### src/rtl/mips_ifetch_queue_if.sv
// rtl/mips_ifetch_queue_if.sv - instruction memory, redirect and decode-side signals of the fetch queue
interface mips_ifetch_queue_if #(
  parameter int ADDR_W = 10,
  parameter int DEPTH  = 4
);
  localparam int CNT_W = $clog2(DEPTH) + 1;

  logic              imem_req;
  logic [ADDR_W-1:0] imem_addr;
  logic              imem_gnt;
  logic              imem_rvalid;
  logic [31:0]       imem_rdata;
  logic              redirect_valid;
  logic [ADDR_W-1:0] redirect_pc;
  logic              halt;
  logic              out_valid;
  logic              out_ready;
  logic [31:0]       out_ir;
  logic [31:0]       out_npc;
  logic [CNT_W-1:0]  q_count;

  // fetch unit side
  modport master (
    output imem_req, imem_addr, out_valid, out_ir, out_npc, q_count,
    input  imem_gnt, imem_rvalid, imem_rdata, redirect_valid, redirect_pc, halt, out_ready
  );

  // memory / pipeline side
  modport slave (
    input  imem_req, imem_addr, out_valid, out_ir, out_npc, q_count,
    output imem_gnt, imem_rvalid, imem_rdata, redirect_valid, redirect_pc, halt, out_ready
  );
endinterface

### src/rtl/mips_ifetch_queue.sv
// rtl/mips_ifetch_queue.sv - MIPS32 instruction prefetch queue; optional same-cycle bypass via IFQ_BYPASS_EN
module mips_ifetch_queue #(
  parameter int ADDR_W   = 10,
  parameter int DEPTH    = 4,
  parameter int RESET_PC = 0
) (
  input logic                 clk1,
  input logic                 rst_n,
  mips_ifetch_queue_if.master bus
);
  localparam int PTR_W = $clog2(DEPTH);
  localparam int CNT_W = PTR_W + 1;

  typedef enum logic [1:0] {S_IDLE, S_REQ, S_WAIT} state_t;

  state_t            state_q, state_d;
  logic [ADDR_W-1:0] pc_q, pc_d;
  logic [ADDR_W-1:0] addr_q, addr_d;
  logic              drop_q, drop_d;
  logic [31:0]       ir_mem_q  [DEPTH];
  logic [31:0]       npc_mem_q [DEPTH];
  logic [PTR_W-1:0]  rd_ptr_q, wr_ptr_q;
  logic [CNT_W-1:0]  count_q;
  logic [31:0]       hold_ir_q, hold_npc_q;

  logic        head_valid;
  logic        resp_ok;
  logic        bypass;
  logic        push;
  logic        pop;
  logic [31:0] resp_npc;

  assign head_valid = (count_q != '0);
  // Response is kept only when no flush is pending or happening this cycle.
  assign resp_ok    = (state_q == S_WAIT) && bus.imem_rvalid && !drop_q && !bus.redirect_valid;
  assign resp_npc   = 32'(addr_q) + 32'd1;
  assign pop        = head_valid && bus.out_ready;
  assign push       = resp_ok && !(bypass && bus.out_ready);

  assign bus.imem_addr = pc_q;
  assign bus.q_count   = count_q;

  // Head of queue to decode; bypass only when the queue is empty.
  always_comb begin
    bypass        = 1'b0;
    bus.out_valid = head_valid;
    bus.out_ir    = hold_ir_q;
    bus.out_npc   = hold_npc_q;
    if (head_valid) begin
      bus.out_ir  = ir_mem_q[rd_ptr_q];
      bus.out_npc = npc_mem_q[rd_ptr_q];
    end
`ifdef IFQ_BYPASS_EN
    else if (resp_ok) begin
      bypass        = 1'b1;
      bus.out_valid = 1'b1;
      bus.out_ir    = bus.imem_rdata;
      bus.out_npc   = resp_npc;
    end
`endif
  end

  // Fetch FSM next state: one request outstanding, a slot reserved per request.
  always_comb begin
    state_d      = state_q;
    pc_d         = pc_q;
    addr_d       = addr_q;
    drop_d       = drop_q;
    bus.imem_req = 1'b0;
    case (state_q)
      S_IDLE: begin
        if (!bus.halt && (count_q < CNT_W'(DEPTH))) state_d = S_REQ;
      end
      S_REQ: begin
        bus.imem_req = 1'b1;
        if (bus.imem_gnt) begin
          addr_d  = pc_q;
          pc_d    = pc_q + ADDR_W'(1);
          state_d = S_WAIT;
        end
      end
      S_WAIT: begin
        if (bus.imem_rvalid) begin
          drop_d  = 1'b0;
          state_d = S_IDLE;
        end
      end
      default: state_d = S_IDLE;
    endcase
    // A redirect wins over sequential PC; an in-flight word becomes stale.
    if (bus.redirect_valid) begin
      pc_d = bus.redirect_pc;
      if (((state_q == S_REQ) && bus.imem_gnt) || ((state_q == S_WAIT) && !bus.imem_rvalid))
        drop_d = 1'b1;
    end
  end

  // Fetch FSM state registers.
  always_ff @(posedge clk1 or negedge rst_n) begin
    if (!rst_n) begin
      state_q <= S_IDLE;
      pc_q    <= ADDR_W'(RESET_PC);
      addr_q  <= '0;
      drop_q  <= 1'b0;
    end else begin
      state_q <= state_d;
      pc_q    <= pc_d;
      addr_q  <= addr_d;
      drop_q  <= drop_d;
    end
  end

  // Circular buffer pointers and occupancy; redirect empties the buffer.
  always_ff @(posedge clk1 or negedge rst_n) begin
    if (!rst_n) begin
      rd_ptr_q <= '0;
      wr_ptr_q <= '0;
      count_q  <= '0;
    end else if (bus.redirect_valid) begin
      rd_ptr_q <= '0;
      wr_ptr_q <= '0;
      count_q  <= '0;
    end else begin
      if (pop)  rd_ptr_q <= rd_ptr_q + PTR_W'(1);
      if (push) wr_ptr_q <= wr_ptr_q + PTR_W'(1);
      count_q <= count_q + CNT_W'(push) - CNT_W'(pop);
    end
  end

  // Entry storage; contents are only observed through a valid head.
  always_ff @(posedge clk1) begin
    if (push) begin
      ir_mem_q[wr_ptr_q]  <= bus.imem_rdata;
      npc_mem_q[wr_ptr_q] <= resp_npc;
    end
  end

  // Last presented head, shown while the queue is empty.
  always_ff @(posedge clk1 or negedge rst_n) begin
    if (!rst_n) begin
      hold_ir_q  <= '0;
      hold_npc_q <= '0;
    end else if (bus.out_valid) begin
      hold_ir_q  <= bus.out_ir;
      hold_npc_q <= bus.out_npc;
    end
  end
endmodule

### src/flat_wrapper.sv
// flat-port wrapper written by rule: the top's interface ports become plain ports
module mips_ifetch_queue_flat 
#(
  parameter int ADDR_W   = 10,
  parameter int DEPTH    = 4,
  parameter int RESET_PC = 0
)
  (clk1, rst_n, bus_imem_req, bus_imem_addr, bus_out_valid, bus_out_ir, bus_out_npc, bus_q_count, bus_imem_gnt, bus_imem_rvalid, bus_imem_rdata, bus_redirect_valid, bus_redirect_pc, bus_halt, bus_out_ready);
  mips_ifetch_queue_if #(.ADDR_W(ADDR_W), .DEPTH(DEPTH)) bus_i ();
  input logic clk1;
  input logic rst_n;
  output wire logic [$bits(bus_i.imem_req)-1:0] bus_imem_req;
  output wire logic [$bits(bus_i.imem_addr)-1:0] bus_imem_addr;
  output wire logic [$bits(bus_i.out_valid)-1:0] bus_out_valid;
  output wire logic [$bits(bus_i.out_ir)-1:0] bus_out_ir;
  output wire logic [$bits(bus_i.out_npc)-1:0] bus_out_npc;
  output wire logic [$bits(bus_i.q_count)-1:0] bus_q_count;
  input wire logic [$bits(bus_i.imem_gnt)-1:0] bus_imem_gnt;
  input wire logic [$bits(bus_i.imem_rvalid)-1:0] bus_imem_rvalid;
  input wire logic [$bits(bus_i.imem_rdata)-1:0] bus_imem_rdata;
  input wire logic [$bits(bus_i.redirect_valid)-1:0] bus_redirect_valid;
  input wire logic [$bits(bus_i.redirect_pc)-1:0] bus_redirect_pc;
  input wire logic [$bits(bus_i.halt)-1:0] bus_halt;
  input wire logic [$bits(bus_i.out_ready)-1:0] bus_out_ready;
  assign bus_imem_req = bus_i.imem_req;
  assign bus_imem_addr = bus_i.imem_addr;
  assign bus_out_valid = bus_i.out_valid;
  assign bus_out_ir = bus_i.out_ir;
  assign bus_out_npc = bus_i.out_npc;
  assign bus_q_count = bus_i.q_count;
  assign bus_i.imem_gnt = bus_imem_gnt;
  assign bus_i.imem_rvalid = bus_imem_rvalid;
  assign bus_i.imem_rdata = bus_imem_rdata;
  assign bus_i.redirect_valid = bus_redirect_valid;
  assign bus_i.redirect_pc = bus_redirect_pc;
  assign bus_i.halt = bus_halt;
  assign bus_i.out_ready = bus_out_ready;
  mips_ifetch_queue #(.ADDR_W(ADDR_W), .DEPTH(DEPTH), .RESET_PC(RESET_PC)) u_core (.clk1(clk1), .rst_n(rst_n), .bus(bus_i));
endmodule
### config.mk
export PLATFORM = sky130hd
export DESIGN_NAME = mips_ifetch_queue_flat
export DESIGN_NICKNAME = d
export VERILOG_FILES = /design/src/rtl/mips_ifetch_queue_if.sv /design/src/rtl/mips_ifetch_queue.sv /design/src/flat_wrapper.sv
export SDC_FILE = /design/constraint.sdc
export NUM_CORES = 1
export LEC_CHECK = 0
export ABC_AREA = 1
export CORE_ASPECT_RATIO = 1.4
export CORE_MARGIN = 4
export CORE_UTILIZATION = 40
export DETAILED_ROUTE_END_ITERATION = 12
export PLACE_DENSITY = 0.59
export SYNTH_ARGS = -nofsm -noshare
export SYNTH_HDL_FRONTEND = slang
export SYNTH_SLANG_ARGS = --single-unit
### constraint.sdc
create_clock -name clk1 -period 4.1 [get_ports clk1]
set_clock_uncertainty 0.1 [all_clocks]
set_input_delay 0.615 -clock clk1 [delete_from_list [all_inputs] [get_ports clk1]]
set_output_delay 0.615 -clock clk1 [all_outputs]
set_load 0.02 [all_outputs]
==> results of run 1 <==
==> state kept, by name, summed over array words and instances (netlist names) <==
register / count
u_core.addr_q: 10
u_core.bus.imem_addr: 10
u_core.bus.q_count: 3
u_core.drop_q: 1
u_core.hold_ir_q: 32
u_core.hold_npc_q: 32
u_core.ir_mem_q: 128
u_core.npc_mem_q: 44
u_core.rd_ptr_q: 2
u_core.state_q: 2
u_core.wr_ptr_q: 2
==> cells in the mapped netlist <==
| master | n | share of area, % |
|---|---|---|
| nor2_4 | 1 | 0.10 |
| nand3b_1 | 1 | 0.069 |
| dfrtp_1 | 94 | 22 |
| nor2_2 | 4 | 0.23 |
| nand3_1 | 19 | 0.87 |
| inv_2 | 2 | 0.069 |
| ha_1 | 8 | 0.92 |
| inv_4 | 1 | 0.057 |
| nand2_1 | 292 | 10 |
| clkbuf_1 | 8 | 0.28 |
| buf_2 | 20 | 0.92 |
| nor3_1 | 3 | 0.14 |
| o211ai_1 | 1 | 0.069 |
| edfxtp_1 | 172 | 47 |
| xor2_1 | 9 | 0.72 |
| fa_1 | 1 | 0.18 |
| buf_1 | 5 | 0.17 |
| nand2_2 | 2 | 0.11 |
| o21ai_0 | 56 | 2.6 |
| xnor2_1 | 2 | 0.16 |
| o21ai_1 | 46 | 2.1 |
| o31ai_1 | 1 | 0.069 |
| inv_1 | 54 | 1.9 |
| buf_6 | 7 | 0.72 |
| nor2_1 | 233 | 8.0 |
| a21oi_1 | 3 | 0.14 |
| buf_4 | 5 | 0.34 |
==> final cells by class <==
cell class / count / area, sq um / share of cell area [%]
repair buffers: 143 / 1401 / 10.49
inverters: 57 / 216.5 / 1.620
clock inverters: 10 / 71.32 / 0.5337
clock buffers: 38 / 767.0 / 5.739
flip-flops and latches: 266 / 7522 / 56.29
well taps: 365 / 456.7 / 3.417
multi-input cells: 682 / 2929 / 21.92
==> per-stage QoR <==
step	cells	area, sq um	setup WS, ps
detailed placement	1513	12530	900.4
global route	1561	13360	175.1
floorplan	1050	10890	708.6
CTS	1561	13360	340.9
global placement	1513	12530	941.8
finish	1561	13360	422.9
==> per-layer routing <==
| metal | track usage (%) | vias to the layer above | wire [um] |
|---|---|---|---|
| met5 | 0 | - | 13 |
| met4 | 3.731 | 2 | 368 |
| met3 | 2.289 | 29 | 1022 |
| met2 | 28.08 | 142 | 11860 |
| met1 | 18.66 | 3445 | 9847 |
| li1 | - | 3651 | - |
==> worst reg2reg max path, stage by stage, from the launching register on <==
cell     delay [ps]
dfrtp_1         430
nor2_1          210
nand2_4         250
nand2_1         200
inv_1            90
ha_1            270
inv_1            60
ha_1            140
inv_1            60
fa_1            380
o21ai_0         190
a21oi_1          60
==> cell families (layout without fill, tap and decap cells) <==
group	Yosys count	in the layout	synth area share [%]
fa+ha+maj	9	9	1.103
xor+xnor	11	11	0.8845
simple gates	555	555	19.62
buf+inv	102	248	4.422
flops	266	266	69.01
compound gates	107	107	4.962
==> worst paths after layout <==
kind | start | endpoint | depth (start not counted)
max | u_core.rd_ptr_q[0] | bus_out_ir[9] | 7
min | rst_n | u_core.hold_ir_q[12] | 1
max reg2reg | u_core.bus.q_count[1] | u_core.bus.q_count[2] | 11
min reg2reg | u_core.hold_ir_q[14] | u_core.hold_ir_q[14] | 2
max in group asynchronous | rst_n | u_core.hold_npc_q[5] | 2
min in group clk1 | u_core.hold_ir_q[14] | u_core.hold_ir_q[14] | 2
==> where the power goes <==
group	switching, mW	internal, mW	leakage [nW]
combinational	2.38	1.45	2.34
clock	0.951	1.35	0.410
sequential	0.207	3.27	2.75
==> results.py, run 1 <==
metrics = {
    "run_status": {
        "outcome": "finished clean",
    },
    "global_routing": {
        "grt_pass1_wl_um": 36850,
        "grt_max_degree": 72,
        "antenna_found_initial": 1,
        "grt_pass1_vias": 7361,
        "grt.total_usage_pct": 15.19,
        "gr-total-overflow": 0,
    },
    "worst_setup_path": {
        "rrSetupSlack_ps": 1550,
        "critPathKind": "flop to output pin",
        "slowest_delay_ps": 670,
        "endpoint_kind": "output pin",
        "crit_buf_inv": 3,
        "crit_family": "buffers and inverters",
        "crit_slowest_cell": "dfrtp_4",
        "crit_fanout": 51,
        "crit_top_cell": "nand2_1",
        "critPathRequiredTime_ps": 3380,
        "cp_cell_sequence": "inv_4 -> buf_4 -> o21ai_0 -> nand2_1 -> nand2_1 -> nand2_1 -> clkdlybuf4s50_1",
        "start_kind": "flop",
        "crit_arrival_ps": 2960,
    },
    "die": {
        "start_util_pct": 40.60,
        "io_pins": 128,
        "die_x_um": 147.5,
        "fp.dieH_um": 203.3,
        "dieArea_sq_um": 29970,
        "core_area_sq_um": 26830,
        "rows": 71,
    },
    "routing": {
        "ant_nets": 0,
        "drt_wl_total_um": 23110,
        "dr.pass1.iters": 5,
        "drc_errors": 0,
        "num_vias": 7269,
        "post_drt_via_cell_ratio": 4.657,
        "detailedRoute.firstIterationViolations": 383,
        "avgRoutedWirePerCell_um": 14.80,
    },
    "clock_network": {
        "post_cts_buffers": 0,
        "cts_buffer_depth": 3,
        "cts_root_buf": "clkbuf_16",
        "htreeDepth": 1,
        "cts_tree": "built",
        "cts_resized": 0,
        "clk_latency_ps": 520,
        "cts_sinks": 266,
        "holdBufCountCts": 0,
        "cts_made_buffers": 26,
        "clk_pin_slew_ps": 60,
    },
    "timing": {
        "hold_viol_final": 0,
        "rsz0062_at_grt": "no",
        "maxSlewHeadroom_pct": 35.22,
        "post-route-period-util_pct": 89.68,
        "setup_viol": 0,
        "setup_tns_ps": 0,
        "period_needed_ps": 3677,
        "slew_violations": 0,
        "clock.fmax_mhz": 272.0,
        "worstMarginPinSlew_ps": 971.6,
        "holdWs_ps": 160.6,
    },
    "layout": {
        "diodes": 0,
        "utilization_pct": 49.81,
        "mostFrequentLayoutCell": "nand2_1",
        "drive_gt1_share_pct": 5.853,
        "layout_common_cells": "292 x nand2_1, 229 x nor2_1, 172 x edfxtp_1",
        "fin_nets": 1234,
        "syn2layout_area_growth_pct": 22.69,
        "fillers": 2494,
    },
    "synth": {
        "synthesis.nets": 1108,
        "syn_area_per_cell_sq_um": 10.37,
        "synth_area_sq_um": 10890,
        "synth_cells": 1050,
        "ys_warn_count": 0,
        "yosysUniqueCellTypes": 27,
        "ys_seq_area_share_pct": 69.01,
        "ys_ff_latch": 266,
    },
    "power": {
        "power_mw": 9.607,
        "ir_drop_v": 0.0004237,
        "leakagePower_nw": 5.506,
        "power_density_nw_per_um2": 718.9,
    },
    "placement": {
        "routabilityCongestion": 0.7542,
        "dpl.hpwl_um": 14190,
        "port_buffers": 127,
    },
    "flow_run": {
        "maxCapViolations": 0,
    },
    "min_path": {
        "min_path_type": "input port to async pin",
    },
}
(Power assumes the default switching activity.)
==> inputs of run 2 (changes only) <==
Settings changed: CORE_ASPECT_RATIO 1.4 to not set, CORE_MARGIN 4 to 2, CTS_CLUSTER_DIAMETER set to 60.
==> results.py, run 2 (synthesized netlist as in run 1, its figures left out) <==
metrics = {
    "clock_network": {
        "holdBufCountCts": 0,
        "clk_latency_ps": 540,
        "cts_resized": 0,
        "post_cts_buffers": 0,
        "cts_made_buffers": 30,
        "cts_buffer_depth": 3,
        "clk_pin_slew_ps": 60,
        "cts_sinks": 266,
        "htreeDepth": 1,
        "cts_tree": "built",
        "cts_root_buf": "clkbuf_16",
    },
    "die": {
        "start_util_pct": 40.53,
        "dieArea_sq_um": 28570,
        "rows": 60,
        "fp.dieH_um": 169.0,
        "die_x_um": 169.0,
        "core_area_sq_um": 26880,
        "io_pins": 128,
    },
    "worst_setup_path": {
        "crit_slowest_cell": "dfrtp_4",
        "endpoint_kind": "output pin",
        "crit_arrival_ps": 3010,
        "r2r-start": "u_core.bus.q_count[1]",
        "critPathRequiredTime_ps": 3380,
        "cp_cell_sequence": "buf_4 -> nor2_1 -> nor2_1 -> o21ai_0 -> nand2_1 -> nand2_1 -> nand2_1 -> clkdlybuf4s50_1",
        "crit_buf_inv": 2,
        "crit_fanout": 60,
        "critPathKind": "flop to output pin",
        "critPathLaunch": "u_core.rd_ptr_q[0]",
        "crit_family": "buffers and inverters",
        "crit_top_cell": "nand2_1",
        "start_kind": "flop",
        "slowest_delay_ps": 630,
    },
    "power": {
        "swShare_pct": 35.52,
        "power_density_nw_per_um2": 728.1,
        "p_seq_share_pct": 35.1,
        "p_sw_mw": 3.503,
        "p_int_mw": 6.359,
        "power_mw": 9.862,
        "p_comb_share_pct": 37.5,
        "pwr-share-clk_pct": 27.4,
        "ir_drop_v": 0.0006671,
        "leakagePower_nw": 5.594,
    },
    "global_routing": {
        "grt_pass1_wl_um": 36690,
        "antenna_found_initial": 0,
        "grt_pass1_vias": 7299,
        "gr-total-overflow": 0,
        "grt.total_usage_pct": 16.16,
        "grt_max_degree": 89,
    },
    "layout": {
        "mostFrequentLayoutCell": "nand2_1",
        "layout_common_cells": "292 x nand2_1, 229 x nor2_1, 172 x edfxtp_1",
        "diodes": 0,
        "syn2layout_area_growth_pct": 24.35,
        "fillers": 2462,
        "top_register": "u_core.ir_mem_q",
        "drive_gt1_share_pct": 6.162,
        "final_area_sq_um": 13550,
        "largest_reg_flops": 128,
        "fin_nets": 1235,
        "top_regs": "u_core.ir_mem_q (128), u_core.npc_mem_q (44)",
    },
    "placement": {
        "detailed_place.area_sq_um": 12520,
        "routabilityCongestion": 0.7209,
        "dpl.hpwl_um": 13150,
        "port_buffers": 127,
    },
    "routing": {
        "dr.pass1.iters": 4,
        "ant_nets": 0,
        "post_drt_via_cell_ratio": 4.730,
        "num_vias": 7294,
        "detailedRoute.firstIterationViolations": 346,
        "drt_wl_total_um": 22580,
        "drc_errors": 0,
        "avgRoutedWirePerCell_um": 14.64,
    },
    "flow_run": {
        "maxCapViolations": 0,
    },
    "timing": {
        "post-route-period-util_pct": 90.77,
        "setup_tns_ps": 0,
        "setup_viol": 0,
        "slew_violations": 0,
        "period_needed_ps": 3722,
        "rsz0062_at_grt": "no",
        "clock.fmax_mhz": 268.7,
        "hold_viol_final": 0,
        "worstMarginPinSlew_ps": 934.8,
        "maxSlewHeadroom_pct": 37.68,
    },
    "run_status": {
        "outcome": "finished clean",
    },
    "min_path": {
        "min_path_type": "input port to async pin",
    },
}
[run 2: cell count changes in the layout (fill, tap and decap cells not counted), sizes merged]
cell / previous run / this run
bufinv: 1 / 3
buf: 17 / 14
clkinvlp: 1 / 0
clkbuf: 38 / 44
clkinv: 8 / 9
[run 2: final cells by class]
cell class,instances,area [sq um],share of cell area (%)
inverter,57,216.5,1.598
clock inverter,12,135.1,0.9976
tap,341,426.7,3.150
multi-input combinational,682,2929,21.62
timing repair buffer,140,1429,10.55
clock buffer,44,887.1,6.549
sequential,266,7522,55.53
[run 2: path summary, 6_finish.rpt]
kind	cells after the start	slack [ps]	end
hold / removal	1	50	u_core.hold_ir_q[26]
min in group clk1	2	370	u_core.hold_ir_q[31]
max in group asynchronous	2	3170	u_core.hold_npc_q[9]
hold reg to reg	2	370	u_core.hold_ir_q[31]
setup reg to reg	12	1110	u_core.bus.q_count[2]
setup / recovery	8	380	bus_out_ir[3]
[run 2: power by group through the flow]
stage | logic, mW | registers [mW] | clock network, mW
5_1_grt | 4.14 | 3.51 | 2.88
3_3_place_gp | 3.72 | 3.51 | 0
2_1_floorplan | 2.34 | 3.49 | 0
4_1_cts | 3.77 | 3.47 | 2.76
3_5_place_dp | 3.77 | 3.52 | 0
6_report | 3.69 | 3.47 | 2.70
[run 2: routing by layer]
layer  track usage [%]  vias to the layer above  part of all wire (%)
li1                  -                     3665                     -
met1             20.94                     3462                    44
met2             28.30                      129                    50
met3             2.852                       38                   4.0
met4             4.051                        0                   2.1
met5                 0                        -                     0
[run 2: metrics by stage]
| stage | std cells | hold WS, ps | setup WS (ps) | util [%] |
|---|---|---|---|---|
| floorplan | 1050 | 219.4 | 708.6 | - |
| global placement | 1486 | 356.0 | 943.3 | 46.60 |
| detailed placement | 1486 | 359.8 | 904.2 | 46.60 |
| CTS | 1542 | 91.30 | 336.0 | 50.40 |
| global route | 1542 | 113.4 | 128.8 | 50.40 |
| finish | 1542 | 53.49 | 378.3 | 50.40 |
